$ cat src/rtl/bloom_scan_ctrl.sv
`default_nettype none
// ============================================================================
// Module   : bloom_scan_ctrl
// Brief    : Walks NOB blocks, fetches each comparator match vector and packs
//            the matching page indices into MAX_TPN result slots.
//            Optional macro BLOOM_SCAN_EARLY_STOP_EN: finish at the first
//            hit that cannot be stored instead of scanning every block.
// Revision : 1.0  initial release
// ============================================================================
module bloom_scan_ctrl #(
    parameter int NOB       = 64,
    parameter int PPB       = 64,
    parameter int MAX_TPN   = 8,
    parameter int NOP_WIDTH = 12
) (
    input  logic                           clk,
    input  logic                           rst,
    input  logic                           start,
    input  logic [2:0]                     num_patterns,
    output logic [2:0]                     cfg_k,
    output logic                           blk_req,
    output logic [$clog2(NOB)-1:0]         blk_addr,
    input  logic                           blk_vld,
    input  logic [PPB-1:0]                 eq_list,
    output logic [MAX_TPN*NOP_WIDTH-1:0]   res,
    output logic [$clog2(MAX_TPN+1)-1:0]   num_tpn,
    output logic                           overflow,
    output logic                           busy,
    output logic                           done
);

    localparam int ADDR_W = $clog2(NOB);
    localparam int CNT_W  = $clog2(MAX_TPN + 1);
    localparam int PAGE_W = $clog2(PPB);

    typedef enum logic [2:0] {
        IDLE = 3'd0,
        REQ  = 3'd1,
        WAIT = 3'd2,
        SCAN = 3'd3,
        DONE = 3'd4
    } state_t;

    state_t                         state_q, state_d;
    logic [2:0]                     cfg_k_q, cfg_k_d;
    logic [ADDR_W-1:0]              blk_addr_q, blk_addr_d;
    logic [PPB-1:0]                 hit_q, hit_d;
    logic [MAX_TPN*NOP_WIDTH-1:0]   res_q, res_d;
    logic [CNT_W-1:0]               num_tpn_q, num_tpn_d;
    logic                           overflow_q, overflow_d;

    logic [2:0]                     w_cfg_k_dec;
    logic [PAGE_W-1:0]              w_lsb_idx;
    logic [NOP_WIDTH-1:0]           w_page;

    always_comb begin
        case (num_patterns)
            3'd2:    w_cfg_k_dec = 3'b001;
            3'd3:    w_cfg_k_dec = 3'b011;
            3'd4:    w_cfg_k_dec = 3'b111;
            default: w_cfg_k_dec = 3'b000;
        endcase
    end

    // Lowest set bit wins: scanning downwards leaves the smallest index last.
    always_comb begin
        w_lsb_idx = '0;
        for (int i = PPB - 1; i >= 0; i--) begin
            if (hit_q[i]) begin
                w_lsb_idx = PAGE_W'(i);
            end
        end
    end

    assign w_page = NOP_WIDTH'(blk_addr_q) * NOP_WIDTH'(PPB) + NOP_WIDTH'(w_lsb_idx);

    always_comb begin
        state_d    = state_q;
        cfg_k_d    = cfg_k_q;
        blk_addr_d = blk_addr_q;
        hit_d      = hit_q;
        res_d      = res_q;
        num_tpn_d  = num_tpn_q;
        overflow_d = overflow_q;

        case (state_q)
            IDLE: begin
                if (start) begin
                    state_d    = REQ;
                    cfg_k_d    = w_cfg_k_dec;
                    blk_addr_d = '0;
                    num_tpn_d  = '0;
                    overflow_d = 1'b0;
                    res_d      = '0;
                end
            end
            REQ: begin
                state_d = WAIT;
            end
            WAIT: begin
                if (blk_vld) begin
                    hit_d   = eq_list;
                    state_d = SCAN;
                end
            end
            SCAN: begin
                if (hit_q != '0) begin
                    hit_d = hit_q & (hit_q - PPB'(1));
                    if (num_tpn_q < CNT_W'(MAX_TPN)) begin
                        for (int n = 0; n < MAX_TPN; n++) begin
                            if (num_tpn_q == CNT_W'(n)) begin
                                res_d[n*NOP_WIDTH +: NOP_WIDTH] = w_page;
                            end
                        end
                        num_tpn_d = num_tpn_q + CNT_W'(1);
                    end else begin
                        overflow_d = 1'b1;
`ifdef BLOOM_SCAN_EARLY_STOP_EN
                        state_d    = DONE;
`endif
                    end
                end else if (blk_addr_q == ADDR_W'(NOB - 1)) begin
                    state_d = DONE;
                end else begin
                    blk_addr_d = blk_addr_q + ADDR_W'(1);
                    state_d    = REQ;
                end
            end
            DONE: begin
                state_d = IDLE;
            end
            default: begin
                state_d = IDLE;
            end
        endcase
    end

    always_ff @(posedge clk or posedge rst) begin
        if (rst) begin
            state_q    <= IDLE;
            cfg_k_q    <= '0;
            blk_addr_q <= '0;
            hit_q      <= '0;
            res_q      <= '0;
            num_tpn_q  <= '0;
            overflow_q <= 1'b0;
        end else begin
            state_q    <= state_d;
            cfg_k_q    <= cfg_k_d;
            blk_addr_q <= blk_addr_d;
            hit_q      <= hit_d;
            res_q      <= res_d;
            num_tpn_q  <= num_tpn_d;
            overflow_q <= overflow_d;
        end
    end

    assign cfg_k    = cfg_k_q;
    assign blk_addr = blk_addr_q;
    assign res      = res_q;
    assign num_tpn  = num_tpn_q;
    assign overflow = overflow_q;
    assign blk_req  = (state_q == REQ);
    assign busy     = (state_q != IDLE);
    assign done     = (state_q == DONE);

endmodule
`default_nettype wire
$ cat config.mk
export PLATFORM = sky130hd
export DESIGN_NAME = bloom_scan_ctrl
export DESIGN_NICKNAME = d
export VERILOG_FILES = /design/src/rtl/bloom_scan_ctrl.sv
export SDC_FILE = /design/constraint.sdc
export NUM_CORES = 1
export LEC_CHECK = 0
export ABC_AREA = 1
export CAP_MARGIN = 20
export CORE_UTILIZATION = 45
export CTS_CLUSTER_DIAMETER = 100
export DETAILED_ROUTE_END_ITERATION = 8
export PLACE_DENSITY = 0.72
export SYNTH_ARGS = -nofsm -noshare
export SYNTH_HDL_FRONTEND = slang
export SYNTH_SLANG_ARGS = --single-unit
$ cat constraint.sdc
create_clock -name clk -period 8.2 [get_ports clk]
set_clock_uncertainty 0.15 [all_clocks]
set_input_delay 1.64 -clock clk [delete_from_list [all_inputs] [get_ports clk]]
set_output_delay 1.64 -clock clk [all_outputs]
set_load 0.02 [all_outputs]
==> results by stage <==
Logic synthesis:
- The largest total area in the synthesized netlist belongs to dfrtp_1.
- The average instance in the mapped netlist occupies 7.56 sq um.
- In this run the biggest area consumer among cell types represents about half of the synthesized area.
- The synthesized design contains 177 register bits.
- Counting every instance in the synthesized netlist gives ~1200.
- Counting every net in the synthesized netlist gives about 1200.
- The number of warning messages in the yosys log is 0.
- Summing the sequential cell areas from Yosys gives about half of the chip area.
- The count of cell types in the netlist is 36.
- By area the synthesized netlist is led by dfrtp_1 (50%), nand2_1 (16%), o21ai_1 (6.3%), nor2_1 (5.7%), inv_1 (5.1%).
- The synthesized netlist occupies a cell area of just under 9000 sq um.

STA:
- The transition at the pin with the smallest max-transition slack is 0.930 ns.
- The final critical path takes up a little over 50% of the cycle.
- The shortest clock period the worst path allows after layout is around 4.2 ns.
- The headroom to the max-slew limit is a little under two fifths.
- Final hold analysis gives a worst-case slack of approximately 0.33 ns.
- The maximum achievable frequency is ~240 MHz.
- The number of hold violations in the final report is 0.
- The max-slew violation count is 0.
- Setup repair after global routing left no endpoint under its margin.
- The final setup violation count is 0.
- In the post-route analysis, the smallest setup slack over all paths is approximately 4.0 ns.
- Adding up every negative setup slack in the final design gives 0 ns.

Clock tree:
- The cell chosen for the clock root is clkbuf_16.
- The clock buffer count from CTS is 17.
- The clock-pin slew on the worst setup and hold paths is roughly 0.08 ns.
- For this design, the CTS-stage hold fixing added 0 buffers.
- Clock tree synthesis found a total of between 150 and 200 sinks.
- The H-tree depth is 4.
- The clock tree from TritonCTS is yes.
- For the worst-skew pair, the clock arrives at the later sink with an insertion delay of approximately 0.44 ns.
- The number of setup buffers added after CTS is 0.
- The quantity of gates resized following cts is 0.
- In this run the deepest clock path goes through 2 buffers.

Status:
- The flow ran to the end, and the final reports show no timing, DRC or antenna violations.

Global routing:
- The maximum number of pins on one net before global-route repair is 102.
- After global routing the overflow that remains totals 0.
- Global routing consumed, over all layers together, approximately 26% of the routing resources.
- The first global-routing pass estimated 39.9 mm of wire.
- The initial antenna violation count came to 0.
- The number of global-route vias before repair is just under 8000.

Floorplan:
- The floorplan die height is ~140 um.
- The area inside the core boundary is around 19000 sq um.
- The horizontal die dimension is approximately 140 um.
- The floorplan has 50 rows.
- The area of the die is 20100 sq um.
- For this design the top-level I/O count stands at between 150 and 200.
- For this configuration, the core starts out at a cell density of a little under half.

Pwr:
- Power spread over the standard cell area amounts to ~370 nW/um^2.
- Per report_power, the sequential group accounts for between 30% and 40% of the total.
- The portion of total power attributed to combinational logic is a little under half.
- The portion of total power attributed to the clock network is between 20 and 25%.
- The total power after layout is around 4.2 mW.
- The maximum vdd drop is approximately 0.00018 V.
- The cell-internal power is about 2.3 mW.
- Net switching is roughly 46% of the power.
- In this run the static leakage power is between 5 and 6 nW.
- The net switching power is around 2.0 mW.

Flow run:
- Max-cap violations in this run came to 0.

Detailed routing:
- The count of nets left with antenna violations once routing finished came out at 0.
- The remaining design rule violation count is 0.
- The routed via count is slightly above 8000.
- The first detailed-routing pass ran for 5 iterations.
- After detailed routing, the average wire length per cell comes to ~15 um.
- The final routed wirelength across all metal layers is 24.6 mm.
- The via count normalized by instance count is between 5 and 6.
- After the first detailed-routing iteration, the DRC count stood at around 560.

Critical path:
- The capturing element type of the critical path is a flop.
- The worst-path maximum fanout is between 60 and 70.
- STA classifies the critical path startpoint as an input port.
- The required time at the endpoint of the critical path is 8.38 ns.
- The classification of the worst setup path is in -> reg.
- STA puts the critical path data arrival time at about 4.4 ns.

Place:
- The half-perimeter wire length of the detailed placement result is 17.8 mm.
- Once placement completed, the tool counted placed cells totaling roughly 1600.
- Once placement finished, the instance area stood at 10900 sq um.
- In this run the tool buffered the top-level ports with ~180 buffer cells.
- The routability-driven placement congestion ratio is a little over 0.9.
- Timing analysis after detailed placement gives a worst setup slack of 3.55 ns.

Final layout:
- Cells fill 60.9% of the core in the end.
- Compared with the post-synthesis result, the final layout area differs by 30.9%.
- The final design instance area without fill is around 12000 sq um.
- For this run, the post-layout net count is 1420.
- 0 antenna diodes ended up in the layout.
- Cells with a size suffix above 1 make up under 10% of the layout.
- Excluding fillers, the count of instances in the completed layout stands at 1617.

Hold path:
- In this run the worst hold path is classified as reg -> reg.
-- power by group through the flow --
stage / logic [mW] / clock network [mW] / registers [mW]
after global placement: 1.99 / 0 / 1.36
after CTS: 2.03 / 0.868 / 1.35
after floorplan: 1.31 / 0 / 1.44
after detailed placement: 2.02 / 0 / 1.36
final: 2.03 / 0.861 / 1.35
after global routing: 2.27 / 0.908 / 1.39
-- flip-flops by register name, indices dropped and copies added, names as in the netlist --
name	cells
num_tpn	4
hit_q	64
overflow	1
cfg_k	3
state_q	3
blk_addr	6
res	96
-- per-layer routing --
layer | up-vias | wire length (um) | global-route usage (%)
met5 | - | 0 | 0
met4 | 0 | 622 | 9.17
met3 | 44 | 1350 | 5.03
met2 | 254 | 11300 | 41.0
met1 | 3799 | 11300 | 35.0
li1 | 4041 | - | -
-- cells in the final DEF (no fill, tap or decap), types with 2 or more instances in the layout --
cell             netlist  layout
a21oi_1               48      48
nor2_4                 0       2
ha_1                   5       5
clkdlybuf4s50_1        0     183
inv_4                  5       5
o21ai_1              111     111
dfrtp_1              177     177
bufinv_16              0       2
buf_4                  2       4
bufinv_8               2       2
inv_8                  0       3
clkinv_1               3       3
nand3_1               28      28
a22o_1                15      15
nor4_1                 3       3
clkinv_8               0       2
nor2_1               134     132
inv_1                119     118
nand2_4                6       6
o21a_1                 5       5
o21ai_0                5       5
o31ai_1                6       6
nand3b_1               2       2
nand2_1              370     370
nand4_1               14      14
clkbuf_16              0      17
nor3b_1                2       2
a31oi_1                5       5
nor3_1                18      18
a211oi_1               2       2
inv_6                  0       6
clkinvlp_4             0       2
inv_2                 43      43
nand2_2                3       3
-- cell families after synthesis --
kind of cell | share of synthesized area [%]
buffers and inverters | 9.40
flip-flops | 50.4
AO/OA/AOI/OAI | 12.7
adder cells (fa/ha/maj) | 0.712
AND/OR/NAND/NOR | 26.8
-- critical path, cell delays in order --
cell and delay [ns]:
clkdlybuf4s50_1 0.48, inv_1 0.07, nor2_4 0.09, buf_4 0.56, nor2_1 0.11, buf_4 0.25, a21oi_1 0.24, o21a_1 0.20
o21a_1 0.16, nand2_1 0.13, a21oi_1 0.19, nand2_1 0.07, a22o_1 0.18
-- cell type report --
| cell class | count | area, sq um |
|---|---|---|
| Clock buffer | 18 | 439 |
| Clock inverter | 14 | 185 |
| Fill cell | 1740 | 7390 |
| Inverter | 172 | 691 |
| Multi-Input combinational cell | 788 | 3550 |
| Sequential cell | 177 | 4430 |
| Tap cell | 260 | 325 |
| Timing Repair Buffer | 188 | 1890 |
-- synth_stat cells (all sizes together) --
| cell type | n |
|---|---|
| inv | 167 |
| o21ai | 116 |
| clkbuf | 15 |
| clkinv | 3 |
| o311ai | 1 |
| buf | 10 |
| dfrtp | 177 |
| a22o | 15 |
| nor4 | 3 |
| a21oi | 48 |
| a221oi | 1 |
| bufinv | 2 |
| nand3b | 2 |
| nor3 | 18 |
| a21boi | 1 |
| o21a | 5 |
| a22oi | 1 |
| ha | 5 |
| nand2 | 379 |
| nor2 | 135 |
| o31ai | 6 |
| or2 | 1 |
| a31oi | 5 |
| nand3 | 28 |
| a211oi | 2 |
| nand4 | 14 |
| nor3b | 2 |
-- final timing paths --
| path | from | slack (ns) | end | cells after the start |
|---|---|---|---|---|
| setup / recovery | blk_vld | 3.97 | hit_q[63] | 13 |
| hold / removal | cfg_k[2] | 0.33 | cfg_k[2] | 2 |
| setup reg to reg | hit_q[4] | 4.05 | hit_q[63] | 23 |
| hold reg to reg | cfg_k[2] | 0.33 | cfg_k[2] | 2 |
| max in group asynchronous | rst | 4.98 | hit_q[37] | 4 |
| min in group asynchronous | rst | 1.60 | res[64] | 2 |
Note: power is estimated with default switching activity, not from simulation.
